$ cat src/rtl/phase_seq_monitor.sv
// phase_seq_monitor: locks onto the 0-1-2-3 phase rotation and flags violations; PHASE_BIT_CHECK_EN adds the bit_in check
module phase_seq_monitor #(
  parameter int LOCK_LEN = 4,
  parameter int CNT_W = 8,
  parameter int WRAP_W = 16
) (
  input  logic              clk,
  input  logic              rst,
  input  logic              en,
  input  logic [1:0]        phase_in,
  input  logic              bit_in,
  input  logic              clr_err,
  output logic              locked,
  output logic              seq_err,
  output logic              err_sticky,
  output logic [CNT_W-1:0]  err_count,
  output logic [WRAP_W-1:0] wrap_count,
  output logic              wrap_pulse
);
  localparam int GW = LOCK_LEN > 1 ? $clog2(LOCK_LEN) : 1;
  localparam logic [1:0] ACQUIRE = 2'd0, VERIFY = 2'd1, LOCKED = 2'd2;
  logic [1:0] state, prev_phase;
  logic [GW-1:0] good_cnt;
  logic good, viol, wrap, last;
`ifdef PHASE_BIT_CHECK_EN
  assign good = phase_in == prev_phase + 2'd1 && bit_in == ~phase_in[0];
`else
  logic unused_bit;
  assign unused_bit = bit_in;
  assign good = phase_in == prev_phase + 2'd1;
`endif
  assign viol = en && state == LOCKED && !good;
  assign wrap = en && state == LOCKED && good && prev_phase == 2'd3;
  assign last = 32'(good_cnt) + 1 == LOCK_LEN;
  assign locked = state == LOCKED;
  // sequence tracking: acquire, count consecutive good samples, hold lock until a bad one
  always_ff @(posedge clk or posedge rst) begin
    if (rst) begin
      state <= ACQUIRE;
      prev_phase <= '0;
      good_cnt <= '0;
    end else if (en) begin
      prev_phase <= phase_in;
      if (state == ACQUIRE || !good) begin
        good_cnt <= '0;
        state <= VERIFY;
      end else if (state == VERIFY) begin
        if (last) state <= LOCKED;
        else good_cnt <= good_cnt + 1'b1;
      end
    end
  end
  // status: pulses, sticky flag, saturating error count and rotation count; a violation beats clr_err
  always_ff @(posedge clk or posedge rst) begin
    if (rst) begin
      seq_err <= 1'b0;
      wrap_pulse <= 1'b0;
      err_sticky <= 1'b0;
      err_count <= '0;
      wrap_count <= '0;
    end else begin
      seq_err <= viol;
      wrap_pulse <= wrap;
      err_sticky <= viol || (err_sticky && !clr_err);
      err_count <= viol ? (clr_err ? CNT_W'(1) : (&err_count ? err_count : err_count + 1'b1)) :
                   clr_err ? '0 : err_count;
      if (wrap) wrap_count <= wrap_count + 1'b1;
    end
  end
endmodule

$ cat config.mk
export PLATFORM = sky130hd
export DESIGN_NAME = phase_seq_monitor
export DESIGN_NICKNAME = d
export VERILOG_FILES = /design/src/rtl/phase_seq_monitor.sv
export SDC_FILE = /design/constraint.sdc
export NUM_CORES = 1
export LEC_CHECK = 0
export ABC_AREA = 1
export CORE_ASPECT_RATIO = 1.2
export CORE_MARGIN = 3
export CORE_UTILIZATION = 60
export CTS_BUF_LIST = sky130_fd_sc_hd__clkbuf_8
export CTS_CLUSTER_SIZE = 10
export DETAILED_ROUTE_END_ITERATION = 7
export DONT_BUFFER_PORTS = 1
export GPL_TIMING_DRIVEN = 0
export PLACE_DENSITY = 0.79
export SLEW_MARGIN = 20
export SYNTH_ARGS = -nofsm -noshare
export SYNTH_HDL_FRONTEND = slang
export SYNTH_SLANG_ARGS = --single-unit
$ cat constraint.sdc
create_clock -name clk -period 2.2 [get_ports clk]
set_input_delay 0.44 -clock clk [delete_from_list [all_inputs] [get_ports clk]]
set_output_delay 0.44 -clock clk [all_outputs]
set_load 0.02 [all_outputs]
==> results_dict.tcl, run 1 <==
set metrics [dict create \
    run_status "completed" \
    cts_made_buffers 5 \
    end_kind "flop" \
    final.setup_skew_ns 0.00875 \
    grt_pass1_wl_um 6960 \
    route.vias.total 1631 \
    leakage_uw 0.000998 \
    ys_seq_elements 33 \
    placed_area_um2 1960 \
    cts_setup_buffers 0 \
    cts_tree "built" \
    grt_util_all_layers 0.233 \
    dieArea_um2 3920 \
    drtPass1Iterations 5 \
    finalSetupTns_ns 0 \
    wl_met1_um 1560 \
    slew_violations 0 \
    gp_congestion 0.926 \
    nets 272 \
    clk_latency_ns 0.29 \
    dieHeight_um 68.0 \
    antenna_found_initial 0 \
    worst_pin_slew_ns 0.685 \
    hp-class "input pin to async pin" \
    grt_pass1_vias 1597 \
    first_iter_violations 82 \
    routed_wirelength_um 3840 \
    drcViolationCount 0 \
    ys_warn_count 0 \
    dp_hpwl_um 2790 \
    drtAntennaViolNets 0 \
    register_area_um2 826 \
    multiInputGateArea_um2 948 \
    wl_met3_um 251 \
    ys_seq_area_frac 0.430 \
    cts.sinks 33 \
    port_buffers 0 \
    critPathKind "flop to flop" \
    pin_count 35 \
    clockRootBuffer "clkbuf_8" \
    highest_layer "met4" \
    maxCapViolations 0 \
    clkTransAtPathRegs_ns 0.07 \
    viasPerCell 5.51 \
    rows 21 \
    ir_drop_mv 0.407 \
    num-fill-cells 236 \
    start_util 0.658 \
    slew_headroom 0.543 \
    synth_nets 265 \
    antenna_cells 0 \
    layout-drive-gt1-share 0.0992 \
    startpoint_type "flop" \
    rsz0062_at_grt "false" \
    cts_buffer_depth 2 \
    required_ns 2.38 \
    fin_area_um2 2040 \
    synth_cell_type_count 27 \
    avgSynthCellArea_um2 7.56 \
    p_per_area_nw_per_um2 573 \
    die_w_um 57.6 \
    syn_inst 254 \
    post-route-period-util 0.771 \
    arrival_ns 1.88 \
    syn_to_final_growth_pct 6.52 \
    grt_overflow 0 \
    core_area_um2 2920 \
    period_minus_slack_ns 1.70 \
    wl_met2_um 1980 \
    htreeDepth 2 \
    grt_max_degree 34 \
    hold_buffers 0 \
    netlist_area_um2 1920 \
    wl_per_cell_um 13.0 \
    finalSetupViolCount 0 \
    max_freq_ghz 0.589 \
    reg2reg_from "wrap_count[1]$_DFFE_PP0P_" \
    critPathMaxFanout 5 \
    final_hold_viol_count 0 \
    cp-startpoint "wrap_count[1]$_DFFE_PP0P_" \
    cts_resized 0 \
]
state kept, by name, indices dropped and copies added (netlist names):
register    flops
err_count       8
wrap_count     16
err_sticky      1
good_cnt        2
seq_err         1
wrap_pulse      1
state           2
prev_phase      2
through the flow:
| step | utilization | power, µW | hold WS, ns | worst slack, ns | instances |
|---|---|---|---|---|---|
| after floorplan | - | 721 | 0.446 | 0.692 | 254 |
| after global placement | 0.673 | 736 | 0.468 | 0.527 | 288 |
| after detailed placement | 0.673 | 739 | 0.470 | 0.509 | 288 |
| after CTS | 0.701 | 1180 | 0.158 | 0.503 | 296 |
| after global routing | 0.701 | 1230 | 0.174 | 0.353 | 296 |
| final | 0.701 | 1170 | 0.133 | 0.503 | 296 |
cells by family after synthesis:
logic type / count (synthesis) / synth area share
buf+inv: 33 / 0.0756
fa+ha+maj: 4 / 0.0261
flops: 33 / 0.430
compound gates: 19 / 0.0522
mux: 1 / 0.00587
xor+xnor: 14 / 0.0678
simple gates: 150 / 0.342
area by class of cell:
| type | count | area share |
|---|---|---|
| clock buffer | 5 | 0.0337 |
| multi-input combinational | 188 | 0.464 |
| buffer | 4 | 0.0153 |
| inverter | 29 | 0.0557 |
| tap | 34 | 0.0208 |
| sequential | 33 | 0.404 |
| clock inverter | 3 | 0.00673 |
placed cells by master (no fill, tap or decap):
cell	Yosys	routed
nand3_2	2	2
clkinv_2	0	2
mux2_2	1	1
nand2_4	1	1
nand4_2	1	1
inv_2	3	4
nor3_1	1	1
buf_8	1	1
inv_1	25	25
xnor2_1	6	6
o21ai_0	16	16
o21bai_1	1	1
o211ai_1	1	1
buf_4	1	1
nand2_2	2	2
nand3_1	27	27
dfrtp_1	33	33
xnor2_2	1	1
xor2_1	7	7
buf_1	1	1
inv_6	1	1
buf_2	1	1
clkbuf_8	0	5
nor2_1	22	22
ha_1	4	4
a21oi_1	1	1
nand4_1	7	7
nor2_2	3	3
nand2_1	84	84
path summary, 6_finish.rpt:
kind,endpoint,slack [ns],cells past startpoint
min in group clk,prev_phase[0]$_DFFE_PP0P_,0.28,2
hold reg to reg,good_cnt[1]$_DFFE_PP0P_,0.49,2
setup reg to reg,wrap_count[8]$_DFFE_PP0P_,0.50,7
max in group asynchronous,wrap_count[11]$_DFFE_PP0P_,1.62,1
hold / removal,err_count[7]$_DFFE_PP0P_,0.13,1
setup / recovery,wrap_count[8]$_DFFE_PP0P_,0.50,7
cell usage after synthesis:
| cell | number | area, µm² |
|---|---|---|
| a21oi_1 | 1 | 5.00 |
| buf_1 | 1 | 3.75 |
| buf_2 | 1 | 5.00 |
| buf_4 | 1 | 7.51 |
| buf_8 | 1 | 15.0 |
| dfrtp_1 | 33 | 826 |
| ha_1 | 4 | 50.1 |
| inv_1 | 25 | 93.8 |
| inv_2 | 3 | 11.3 |
| inv_6 | 1 | 8.76 |
| mux2_2 | 1 | 11.3 |
| nand2_1 | 84 | 315 |
| nand2_2 | 2 | 12.5 |
| nand2_4 | 1 | 11.3 |
| nand3_1 | 27 | 135 |
| nand3_2 | 2 | 20.0 |
| nand4_1 | 7 | 43.8 |
| nand4_2 | 1 | 12.5 |
| nor2_1 | 22 | 82.6 |
| nor2_2 | 3 | 18.8 |
| nor3_1 | 1 | 5.00 |
| o211ai_1 | 1 | 7.51 |
| o21ai_0 | 16 | 80.1 |
| o21bai_1 | 1 | 7.51 |
| xnor2_1 | 6 | 52.6 |
| xnor2_2 | 1 | 16.3 |
| xor2_1 | 7 | 61.3 |
per-layer routing:
layer	vias to the layer above	GRT usage
met4	0	0.122
met3	5	0.0774
met2	42	0.390
met5	-	0
met1	759	0.263
li1	825	-
power breakdown:
| part | total (µW) | switching [µW] | internal, µW |
|---|---|---|---|
| logic | 92.0 | 60.8 | 31.2 |
| clock network | 445 | 230 | 215 |
| registers | 634 | 15.6 | 619 |
| total | 1170 | 306 | 865 |
critical path, cell delays in order (launching register included):
cell and delay, ns:
dfrtp_1 0.51, ha_1 0.32, nand2_1 0.10, nor2_1 0.28, nand2_1 0.13, xnor2_1 0.14, nand2_1 0.07, nand2_1 0.04
(Power assumes the default switching activity.)
==> inputs of run 2 (changes only) <==
- clock period: 2.2 -> 1.6 ns (I/O delays scaled with it)
==> results_dict.tcl, run 2 (synthesized netlist as in run 1, its figures left out) <==
set metrics [dict create \
    run_status "completed" \
    clockRootBuffer "clkbuf_8" \
    regMostFlops "wrap_count" \
    grt_pass1_wl_um 6980 \
    dieArea_um2 3920 \
    critPathMaxFanout 9 \
    ir_drop_mv 0.560 \
    reg.largest.list "wrap_count (16), err_count (8)" \
    place_inst 288 \
    cts_tree "built" \
    grt_max_degree 34 \
    wl_per_cell_um 14.0 \
    route.vias.total 1677 \
    start_util 0.658 \
    final_cell_mix "83 x nand2_1, 26 x nand3_1, 25 x inv_1" \
    gp_congestion 0.926 \
    required_ns 1.77 \
    largest_register_ffs 16 \
    slew_headroom 0.546 \
    hp-class "input pin to async pin" \
    layout-drive-gt1-share 0.166 \
    grt_overflow 0 \
    core_area_um2 2920 \
    critPathKind "flop to flop" \
    finalSetupTns_ns 0 \
    finalSetupViolCount 0 \
    final.setup_skew_ns 0.0100 \
    layout.cells.non_filler 299 \
    grt_pass1_vias 1593 \
    leakage_uw 0.00100 \
    period_minus_slack_ns 1.56 \
    viasPerCell 5.61 \
    hold_slack_ns 0.0142 \
    final_common_cell "nand2_1" \
    max_freq_ghz 0.643 \
    rrSetupSlack_ns 0.04 \
    syn_to_final_growth_pct 13.0 \
    die_w_um 57.6 \
    cts_buffer_depth 2 \
    drtAntennaViolNets 0 \
    pin_count 35 \
    drcViolationCount 0 \
    end_kind "flop" \
    maxCapViolations 0 \
    dp_hpwl_um 2790 \
    worst_pin_slew_ns 0.679 \
    cts.sinks 33 \
    drtPass1Iterations 4 \
    final_hold_viol_count 0 \
    p_per_area_nw_per_um2 755 \
    slew_violations 0 \
    nets 275 \
    routed_wirelength_um 4180 \
    first_iter_violations 131 \
    post-route-period-util 0.973 \
    arrival_ns 1.73 \
    antenna_found_initial 0 \
    grt_util_all_layers 0.234 \
    clkTransAtPathRegs_ns 0.07 \
    startpoint_type "flop" \
    clk_latency_ns 0.29 \
    rows 21 \
    port_buffers 0 \
    dieHeight_um 68.0 \
    antenna_cells 0 \
    htreeDepth 2 \
    cts_made_buffers 5 \
]
## run 2: per-layer routing
layer  part of all wire  vias up  routed length, µm  global-route usage
li1                   -      830                  -                   -
met1               0.39      777               1640               0.267
met2               0.52       60               2160               0.391
met3              0.065       10                273              0.0755
met4              0.025        0                104               0.125
met5                  0        -                  0                   0
## run 2: where the power goes
part           internal [µW]  switching (µW)
clock network            295             314
logic                   58.3            93.4
registers                851            25.5
total                   1200             433
## run 2: area by class of cell
type                       instances  area [µm²]
fill                             207         747
clock buffer                       5        68.8
timing repair buffer               3        40.0
clock inverter                     3        13.8
sequential                        33         837
buffer                             4        35.0
tap                               34        42.5
inverter                          29         114
multi-input combinational        188        1020
## run 2: path summary, 6_finish.rpt
path	startpoint	endpoint	cells after the start
worst max register to register	prev_phase[0]$_DFFE_PP0P_	wrap_count[14]$_DFFE_PP0P_	8
max in group asynchronous	rst	prev_phase[0]$_DFFE_PP0P_	1
worst max-delay path	prev_phase[0]$_DFFE_PP0P_	wrap_count[14]$_DFFE_PP0P_	8
worst min register to register	good_cnt[1]$_DFFE_PP0P_	good_cnt[1]$_DFFE_PP0P_	2
min in group clk	phase_in[0]	prev_phase[0]$_DFFE_PP0P_	2
worst min-delay path	rst	wrap_count[10]$_DFFE_PP0P_	1
## run 2: what timing repair did
action | CTS | global route
setup buffers | 0 | 2
setup endpoints to repair | 16 | 22
pin swaps | 0 | 2
resized for setup | 5 | 19
gates cloned | 0 | 1
hold buffers | 0 | 0
## run 2: critical path: stages (launching register included)
cell and delay (ns):
dfrtp_2 0.44, ha_4 0.31, xor2_1 0.17, nor2_2 0.07, nand2_4 0.12, inv_6 0.06
buf_8 0.13, nand2_1 0.07, nand2_1 0.06
## run 2: stage by stage
| step | setup slack, ns | cell area (µm²) | total power, µW | utilization |
|---|---|---|---|---|
| 2_1_floorplan | 0.0916 | 1920 | 992 | - |
| 3_3_place_gp | -0.0733 | 1960 | 1010 | 0.673 |
| 3_5_place_dp | -0.0910 | 1960 | 1020 | 0.673 |
| 4_1_cts | 0.00149 | 2060 | 1640 | 0.707 |
| 5_1_grt | -0.0581 | 2170 | 1730 | 0.744 |
| 6_report | 0.0436 | 2170 | 1640 | 0.744 |
==> inputs of run 3 (changes only) <==
- GPL_ROUTABILITY_DRIVEN: default -> 0
==> results of run 3 <==
Final layout, timing and power as in run 2 (identical DEF).
